[config.mk]
export PLATFORM = sky130hd
export DESIGN_NAME = uart_port_flat
export DESIGN_NICKNAME = d
export VERILOG_FILES = /design/src/rtl/uart_port_if.sv /design/src/rtl/uart_port.sv /design/src/flat_wrapper.sv
export SDC_FILE = /design/constraint.sdc
export NUM_CORES = 1
export LEC_CHECK = 0
export CAP_MARGIN = 30
export CORE_MARGIN = 3
export CORE_UTILIZATION = 55
export DETAILED_ROUTE_END_ITERATION = 16
export PLACE_DENSITY = 0.92
export RECOVER_POWER = 25
export SYNTH_ARGS = -nofsm -noshare
export SYNTH_HDL_FRONTEND = slang
export SYNTH_SLANG_ARGS = --single-unit
[constraint.sdc]
create_clock -name clk -period 5.1 [get_ports clk]
set_input_delay 1.02 -clock clk [delete_from_list [all_inputs] [get_ports clk]]
set_output_delay 1.02 -clock clk [all_outputs]
set_load 0.05 [all_outputs]
[src/rtl/uart_port_if.sv]
// CPU-side handshake bundle of uart_port: transmit request/data/busy and
// receive ready/data/clear plus the sticky framing-error flag.
interface uart_port_if #(
    parameter int WORD = 32
);
    logic            uart_start;
    logic [WORD-1:0] uart_t_data;
    logic            uart_busy;
    logic            uart_clear;
    logic            uart_ready;
    logic [WORD-1:0] uart_r_data;
    logic            frame_err;

    // CPU / MEM-stage side
    modport master (
        output uart_start, uart_t_data, uart_clear,
        input  uart_busy, uart_ready, uart_r_data, frame_err
    );

    // UART port side
    modport slave (
        input  uart_start, uart_t_data, uart_clear,
        output uart_busy, uart_ready, uart_r_data, frame_err
    );
endinterface

[src/rtl/uart_port.sv]
// uart_port: 8N1 UART responder. Serializes one byte per uart_start on txd,
// deserializes rxd into a one-entry holding register with ready/clear, and
// keeps a sticky framing-error flag.
// Optional feature macro: UART_PARITY_EN adds an even-parity bit to both
// directions (11-bit frame); a receive parity mismatch discards the byte.
module uart_port #(
    parameter int CLK_FREQ = 50000000,
    parameter int BAUD     = 9600,
    parameter int WORD     = 32
) (
    input  logic       clk,
    input  logic       rst,
    uart_port_if.slave cpu,
    output logic       txd,
    input  logic       rxd
);
    localparam int DIV = CLK_FREQ / BAUD;
    localparam int CW  = (DIV > 1) ? $clog2(DIV) : 1;
    localparam logic [CW-1:0] DIV_M1  = CW'(DIV - 1);
    localparam logic [CW-1:0] HALF_M1 = CW'(DIV / 2 - 1);

    // Mid-bit sampling needs at least a few clocks per bit.
    if (DIV < 4) begin : g_div_check
        $error("uart_port: CLK_FREQ/BAUD must be >= 4");
    end

    // ------------------------------------------------------------------
    // Transmitter
    // ------------------------------------------------------------------
`ifdef UART_PARITY_EN
    typedef enum logic [2:0] {TX_IDLE, TX_START, TX_DATA, TX_PAR, TX_STOP} tx_state_t;
`else
    typedef enum logic [2:0] {TX_IDLE, TX_START, TX_DATA, TX_STOP} tx_state_t;
`endif

    tx_state_t     tx_state_q, tx_state_d;
    logic [CW-1:0] tx_cnt_q, tx_cnt_d;
    logic [2:0]    tx_idx_q, tx_idx_d;
    logic [7:0]    tx_byte_q, tx_byte_d;
    logic          txd_q, txd_d;
    logic          busy_q, busy_d;
    logic          tx_bit_end;

    // Only the low byte of the transmit bus is serialized.
    logic unused_t_data_hi;
    assign unused_t_data_hi = ^cpu.uart_t_data[WORD-1:8];

    // TX next state: the divider restarts at 0 on every state entry, so each
    // state lasts exactly DIV clocks; a start held through STOP chains frames.
    always_comb begin
        tx_state_d = tx_state_q;
        tx_cnt_d   = tx_cnt_q + 1'b1;
        tx_idx_d   = tx_idx_q;
        tx_byte_d  = tx_byte_q;
        tx_bit_end = (tx_cnt_q == DIV_M1);
        case (tx_state_q)
            TX_IDLE: begin
                tx_cnt_d = '0;
                if (cpu.uart_start) begin
                    tx_byte_d  = cpu.uart_t_data[7:0];
                    tx_state_d = TX_START;
                end
            end
            TX_START: begin
                if (tx_bit_end) begin
                    tx_cnt_d   = '0;
                    tx_idx_d   = '0;
                    tx_state_d = TX_DATA;
                end
            end
            TX_DATA: begin
                if (tx_bit_end) begin
                    tx_cnt_d = '0;
                    if (tx_idx_q == 3'd7) begin
`ifdef UART_PARITY_EN
                        tx_state_d = TX_PAR;
`else
                        tx_state_d = TX_STOP;
`endif
                    end else begin
                        tx_idx_d = tx_idx_q + 3'd1;
                    end
                end
            end
`ifdef UART_PARITY_EN
            TX_PAR: begin
                if (tx_bit_end) begin
                    tx_cnt_d   = '0;
                    tx_state_d = TX_STOP;
                end
            end
`endif
            TX_STOP: begin
                if (tx_bit_end) begin
                    tx_cnt_d = '0;
                    if (cpu.uart_start) begin
                        tx_byte_d  = cpu.uart_t_data[7:0];
                        tx_state_d = TX_START;
                    end else begin
                        tx_state_d = TX_IDLE;
                    end
                end
            end
            default: begin
                tx_cnt_d   = '0;
                tx_state_d = TX_IDLE;
            end
        endcase
    end

    // txd and busy are registered from the next state so the pin is glitch-free
    // and changes on the same edge as the state.
    always_comb begin
        txd_d  = 1'b1;
        busy_d = (tx_state_d != TX_IDLE);
        case (tx_state_d)
            TX_START: txd_d = 1'b0;
            TX_DATA:  txd_d = tx_byte_d[tx_idx_d];
`ifdef UART_PARITY_EN
            TX_PAR:   txd_d = ^tx_byte_d;
`endif
            default:  txd_d = 1'b1;
        endcase
    end

    // TX state register; reset forces the line idle immediately.
    always_ff @(posedge clk or negedge rst) begin
        if (!rst) begin
            tx_state_q <= TX_IDLE;
            tx_cnt_q   <= '0;
            tx_idx_q   <= '0;
            tx_byte_q  <= '0;
            txd_q      <= 1'b1;
            busy_q     <= 1'b0;
        end else begin
            tx_state_q <= tx_state_d;
            tx_cnt_q   <= tx_cnt_d;
            tx_idx_q   <= tx_idx_d;
            tx_byte_q  <= tx_byte_d;
            txd_q      <= txd_d;
            busy_q     <= busy_d;
        end
    end

    assign txd           = txd_q;
    assign cpu.uart_busy = busy_q;

    // ------------------------------------------------------------------
    // Receiver
    // ------------------------------------------------------------------
`ifdef UART_PARITY_EN
    typedef enum logic [2:0] {RX_IDLE, RX_START, RX_DATA, RX_PAR, RX_STOP, RX_WAIT_IDLE} rx_state_t;
`else
    typedef enum logic [2:0] {RX_IDLE, RX_START, RX_DATA, RX_STOP, RX_WAIT_IDLE} rx_state_t;
`endif

    logic [1:0]    sync_q;
    logic          rx_s;
    rx_state_t     rx_state_q, rx_state_d;
    logic [CW-1:0] rx_cnt_q, rx_cnt_d;
    logic [2:0]    rx_idx_q, rx_idx_d;
    logic [7:0]    rx_shift_q, rx_shift_d;
    logic          rx_load, rx_err, rx_bit_end;
`ifdef UART_PARITY_EN
    logic          par_ok_q, par_ok_d;
`endif
    logic          ready_q, ready_d;
    logic [7:0]    rdata_q, rdata_d;
    logic          ferr_q, ferr_d;

    // Two-flop synchronizer for the asynchronous serial input; idles high.
    always_ff @(posedge clk or negedge rst) begin
        if (!rst) sync_q <= 2'b11;
        else      sync_q <= {sync_q[0], rxd};
    end

    assign rx_s = sync_q[1];

    // RX next state: confirm the start bit at half a bit, then sample each
    // following bit every DIV clocks so samples land mid-bit.
    always_comb begin
        rx_state_d = rx_state_q;
        rx_cnt_d   = rx_cnt_q + 1'b1;
        rx_idx_d   = rx_idx_q;
        rx_shift_d = rx_shift_q;
        rx_load    = 1'b0;
        rx_err     = 1'b0;
        rx_bit_end = (rx_cnt_q == DIV_M1);
`ifdef UART_PARITY_EN
        par_ok_d   = par_ok_q;
`endif
        case (rx_state_q)
            RX_IDLE: begin
                rx_cnt_d = '0;
                if (!rx_s) rx_state_d = RX_START;
            end
            RX_START: begin
                if (rx_cnt_q == HALF_M1) begin
                    rx_cnt_d = '0;
                    if (!rx_s) begin
                        rx_idx_d   = '0;
                        rx_state_d = RX_DATA;
                    end else begin
                        rx_state_d = RX_IDLE;   // glitch, not a start bit
                    end
                end
            end
            RX_DATA: begin
                if (rx_bit_end) begin
                    rx_cnt_d   = '0;
                    rx_shift_d = {rx_s, rx_shift_q[7:1]};
                    if (rx_idx_q == 3'd7) begin
`ifdef UART_PARITY_EN
                        rx_state_d = RX_PAR;
`else
                        rx_state_d = RX_STOP;
`endif
                    end else begin
                        rx_idx_d = rx_idx_q + 3'd1;
                    end
                end
            end
`ifdef UART_PARITY_EN
            RX_PAR: begin
                if (rx_bit_end) begin
                    rx_cnt_d   = '0;
                    par_ok_d   = (rx_s == ^rx_shift_q);
                    rx_state_d = RX_STOP;
                end
            end
`endif
            RX_STOP: begin
                if (rx_bit_end) begin
                    rx_cnt_d = '0;
                    if (rx_s) begin
                        rx_state_d = RX_IDLE;
`ifdef UART_PARITY_EN
                        rx_load = par_ok_q;
                        rx_err  = !par_ok_q;
`else
                        rx_load = 1'b1;
`endif
                    end else begin
                        rx_err     = 1'b1;
                        rx_state_d = RX_WAIT_IDLE;
                    end
                end
            end
            RX_WAIT_IDLE: begin
                rx_cnt_d = '0;
                if (rx_s) rx_state_d = RX_IDLE;
            end
            default: begin
                rx_cnt_d   = '0;
                rx_state_d = RX_IDLE;
            end
        endcase
    end

    // Holding register: clear drops ready/err, but a same-cycle load or new
    // error wins; an overrun simply overwrites the data.
    always_comb begin
        ready_d = ready_q;
        rdata_d = rdata_q;
        ferr_d  = ferr_q;
        if (cpu.uart_clear) begin
            ready_d = 1'b0;
            ferr_d  = 1'b0;
        end
        if (rx_load) begin
            ready_d = 1'b1;
            rdata_d = rx_shift_q;
        end
        if (rx_err) ferr_d = 1'b1;
    end

    // RX state and holding register.
    always_ff @(posedge clk or negedge rst) begin
        if (!rst) begin
            rx_state_q <= RX_IDLE;
            rx_cnt_q   <= '0;
            rx_idx_q   <= '0;
            rx_shift_q <= '0;
`ifdef UART_PARITY_EN
            par_ok_q   <= 1'b0;
`endif
            ready_q    <= 1'b0;
            rdata_q    <= '0;
            ferr_q     <= 1'b0;
        end else begin
            rx_state_q <= rx_state_d;
            rx_cnt_q   <= rx_cnt_d;
            rx_idx_q   <= rx_idx_d;
            rx_shift_q <= rx_shift_d;
`ifdef UART_PARITY_EN
            par_ok_q   <= par_ok_d;
`endif
            ready_q    <= ready_d;
            rdata_q    <= rdata_d;
            ferr_q     <= ferr_d;
        end
    end

    assign cpu.uart_ready  = ready_q;
    assign cpu.uart_r_data = {{(WORD-8){1'b0}}, rdata_q};
    assign cpu.frame_err   = ferr_q;

endmodule

[src/flat_wrapper.sv]
// flat-port wrapper written by rule: the top's interface ports become plain ports
module uart_port_flat 
#(
    parameter int CLK_FREQ = 50000000,
    parameter int BAUD     = 9600,
    parameter int WORD     = 32
)
  (clk, rst, txd, rxd, cpu_uart_start, cpu_uart_t_data, cpu_uart_clear, cpu_uart_busy, cpu_uart_ready, cpu_uart_r_data, cpu_frame_err);
  uart_port_if #(.WORD(WORD)) cpu_i ();
  input  logic clk;
  input  logic rst;
  output logic txd;
  input  logic rxd;
  input wire logic [$bits(cpu_i.uart_start)-1:0] cpu_uart_start;
  input wire logic [$bits(cpu_i.uart_t_data)-1:0] cpu_uart_t_data;
  input wire logic [$bits(cpu_i.uart_clear)-1:0] cpu_uart_clear;
  output wire logic [$bits(cpu_i.uart_busy)-1:0] cpu_uart_busy;
  output wire logic [$bits(cpu_i.uart_ready)-1:0] cpu_uart_ready;
  output wire logic [$bits(cpu_i.uart_r_data)-1:0] cpu_uart_r_data;
  output wire logic [$bits(cpu_i.frame_err)-1:0] cpu_frame_err;
  assign cpu_i.uart_start = cpu_uart_start;
  assign cpu_i.uart_t_data = cpu_uart_t_data;
  assign cpu_i.uart_clear = cpu_uart_clear;
  assign cpu_uart_busy = cpu_i.uart_busy;
  assign cpu_uart_ready = cpu_i.uart_ready;
  assign cpu_uart_r_data = cpu_i.uart_r_data;
  assign cpu_frame_err = cpu_i.frame_err;
  uart_port #(.CLK_FREQ(CLK_FREQ), .BAUD(BAUD), .WORD(WORD)) u_core (.clk(clk), .rst(rst), .cpu(cpu_i), .txd(txd), .rxd(rxd));
endmodule
==> results.cfg <==
[power_and_ir_drop]
combPwrFrac_pct = 8.9
switching_share_pct = 25.56
p_int_uw = 858.0
ir_worst_vdd_v = 0.0002451
p_clk_share_pct = 42.4
powerDensity_nw_per_um2 = 294.5
p_switching_uw = 294.5
seq_power_share_pct = 48.8
power.leakage_nw = 1.797

[timing]
max_slew.worst_pin.slew_ps = 809.0
min_period_ps = 2726
fmax_mhz = 366.9
setup-tns-final_ps = 0
skew_ps = 6.389
report.final.hold_viol_count = 0
max_slew_margin_pct = 46.06
holdWs_ps = 359.3
period_share_pct = 53.45
rsz0062_at_grt = no
slew_violations = 0
finalSetupViolCount = 0

[yosys]
synth-seq-cells = 68
synth_edf_count = 0
ys_warn_count = 0
seq_area_frac_synth_pct = 48.85
syn_area_per_cell_um2 = 10.21
async_reset_ff_share_pct = 100.0
synthDistinctLibCells = 56
synth_cells = 342
yosysTopAreaCell = dfrtp_1
synth.area.top_cells = dfrtp_1, mux2_2, buf_4
synth_top_area_share_pct = 46.59
syn-cell-area_um2 = 3491
synth_flop_cell = dfrtp_1

[routing]
routed-via-count = 2459
routed_wl_mm = 6.156
drtPass1Iterations = 4
drc = 0
viasPerCell = 5.489
wl_per_cell_um = 13.74
drt-initial-drc-count = 168
ant_nets = 0

[critical_path]
cp.required_ps = 5370
reg2reg_from = u_core.tx_cnt_q[11]
rrSetupSlack_ps = 2370
critPathLaunchType = flop
crit_arrival_ps = 3000
worstReg2RegEnd = u_core.txd
worstSetupEndpointType = flop
crit_type = flop to flop
crit_path_max_fanout = 11
worstRegToRegCells = 7

[global_route]
first_global_vias = 2517
grt_start_max_net_pins = 69
overflow = 0
track_usage_pct = 18.59
antenna_found_initial = 0
grt_pass1_wl_mm = 10.90

[clock_network]
htreeDepth = 3
cts-buffers-inserted = 9
root_buffer = clkbuf_8
cts.path.max_buffers = 2
cts.repair.resized = 0
clock_latency_ps = 340
clock_sinks = 68
cts_hold_buf = 0
clk_pin_slew_ps = 70
cts_setup_buffers = 0
cts_tree = done

[min_path]
min_to = u_core.sync_q[1]
hp-start = u_core.sync_q[0]
hold_class = flop to flop
min_path_cells = 0

[floorplanning]
io_pins = 73
die-area_um2 = 7339
coreArea_um2 = 6026
die_h_um = 85.67
start_util_pct = 57.93
rows = 28
die_width_um = 85.67

[layout]
drive_gt1_share_pct = 13.67
final_util_pct = 64.95
n_fill_cell = 452
finalNetCount = 410
areaGrowthSynthToFinish_pct = 12.11
antenna_cells = 0

[run]
maxCapViolations = 0

[place]
dp_hpwl_mm = 4.368
gp_congestion = 0.8748
io_buffers = 24

[run_status]
status = finished clean
registers in the layout, summed over array words and instances (netlist names):
register	flops
u_core.rx_cnt_q	13
u_core.tx_cnt_q	13
u_core.rdata_q	8
u_core.rx_shift_q	8
u_core.tx_byte_q	8
u_core.rx_idx_q	3
u_core.rx_state_q	3
u_core.tx_idx_q	3
u_core.tx_state_q	3
u_core.sync_q	2
u_core.cpu.frame_err	1
u_core.cpu.uart_busy	1
u_core.cpu.uart_ready	1
u_core.txd	1
cell families (layout without fill, tap and decap cells):
kind of cell               after synthesis  count (layout)  share of synthesized area [%]
other                                    1              25                         0.1074
buffers and inverters                   44              51                          7.527
xor gates and xnor gates                22              22                          5.520
DFF                                     68              68                          48.85
and+or+nand+nor                        143             143                          22.19
muxes                                   18              18                          5.771
AOI/OAI and AO/OA                       41              41                          8.244
adders and majority gates                5               5                          1.792
cell type report:
cell class	instances	area [µm²]	share of cell area (%)
Inverter	10	37.54	0.9591
Clock inverter	7	97.59	2.494
Clock buffer	9	123.9	3.165
Multi-Input combinational cell	254	1613	41.21
Tap cell	75	93.84	2.398
Timing Repair Buffer	25	242.7	6.202
Sequential cell	68	1705	43.57
power by group through the flow:
stage	Combinational [mW]	Clock, mW	Sequential [mW]
floorplan	0.0846	0	0.574
global placement	0.100	0	0.572
detailed placement	0.102	0	0.572
CTS	0.103	0.501	0.562
global route	0.112	0.525	0.563
finish	0.102	0.488	0.562
cells in the final DEF (no fill, tap or decap), drive strengths merged, types with 3 or more instances in the layout:
| cell | Yosys | final |
|---|---|---|
| or3b | 3 | 3 |
| and3 | 3 | 3 |
| inv | 10 | 12 |
| nor2b | 6 | 6 |
| nor3 | 4 | 4 |
| clkdlybuf4s50 | 0 | 22 |
| clkbuf | 9 | 9 |
| xor2 | 14 | 14 |
| nand2 | 33 | 33 |
| mux2 | 17 | 17 |
| nor2 | 40 | 40 |
| a211oi | 6 | 6 |
| ha | 5 | 5 |
| conb | 1 | 25 |
| or2 | 6 | 6 |
| dfstp | 3 | 3 |
| xnor2 | 8 | 8 |
| and4b | 3 | 3 |
| nor4 | 3 | 3 |
| dfrtp | 65 | 65 |
| o21ai | 11 | 11 |
| nor4bb | 3 | 3 |
| o2bb2ai | 3 | 3 |
| nand3 | 20 | 20 |
| nand4 | 4 | 4 |
| a21oi | 8 | 8 |
stage by stage:
step / area, µm² / std cells / setup WS [ps] / power, mW
final: 3914 / 448 / 2374 / 1.152
after floorplan: 3581 / 366 / 2668 / 0.6587
after global routing: 3914 / 448 / 2200 / 1.200
after detailed placement: 3692 / 432 / 2247 / 0.6744
after CTS: 3914 / 448 / 2350 / 1.166
after global placement: 3692 / 432 / 2235 / 0.6718
worst max path at each step:
| stage | start | endpoint | cells after the start |
|---|---|---|---|
| after floorplan | u_core.tx_cnt_q[11] | u_core.txd | 8 |
| after global placement | cpu_uart_start | u_core.txd | 7 |
| after detailed placement | cpu_uart_start | u_core.txd | 7 |
| after CTS | u_core.tx_cnt_q[11] | u_core.txd | 7 |
| after global routing | u_core.tx_cnt_q[11] | u_core.txd | 7 |
| final | u_core.tx_cnt_q[11] | u_core.txd | 7 |
synthesized netlist by cell type, types with 2 or more instances:
cell and number:
clkbuf_1 9, or3b_1 2, dfstp_2 3, inv_1 10
a31oi_1 2, and3_1 3, nor3_1 3, nor2b_1 6
nand4_1 4, nor4_1 2, xor2_1 14, and2_1 2
o21ai_1 2, dfrtp_1 65, or2_2 4, nand2b_1 2
nor4b_1 2, o21ai_0 9, ha_1 5, and4b_1 2
or3_1 2, nand2_1 33, a21oi_1 8, a211o_1 2
nor2_1 40, mux2_2 17, buf_4 24, o2bb2ai_1 3
xnor2_1 8, a211oi_1 5, nand3_1 20, or2_1 2
nor4bb_1 3, or4_1 2
critical path, cell delays in order, from the launching register on:
cell	delay [ps]
dfrtp_1	420
or4b_4	600
nor4_4	410
a21boi_2	200
or3b_2	500
a211oi_1	220
o31ai_1	130
a31oi_1	180
per-layer routing:
metal,global-route usage [%],wire [µm]
met3,5.668,291
met2,32.63,3237
met5,0,0
met1,21.53,2531
met4,6.475,96
Note: power is estimated with default switching activity, not from simulation.
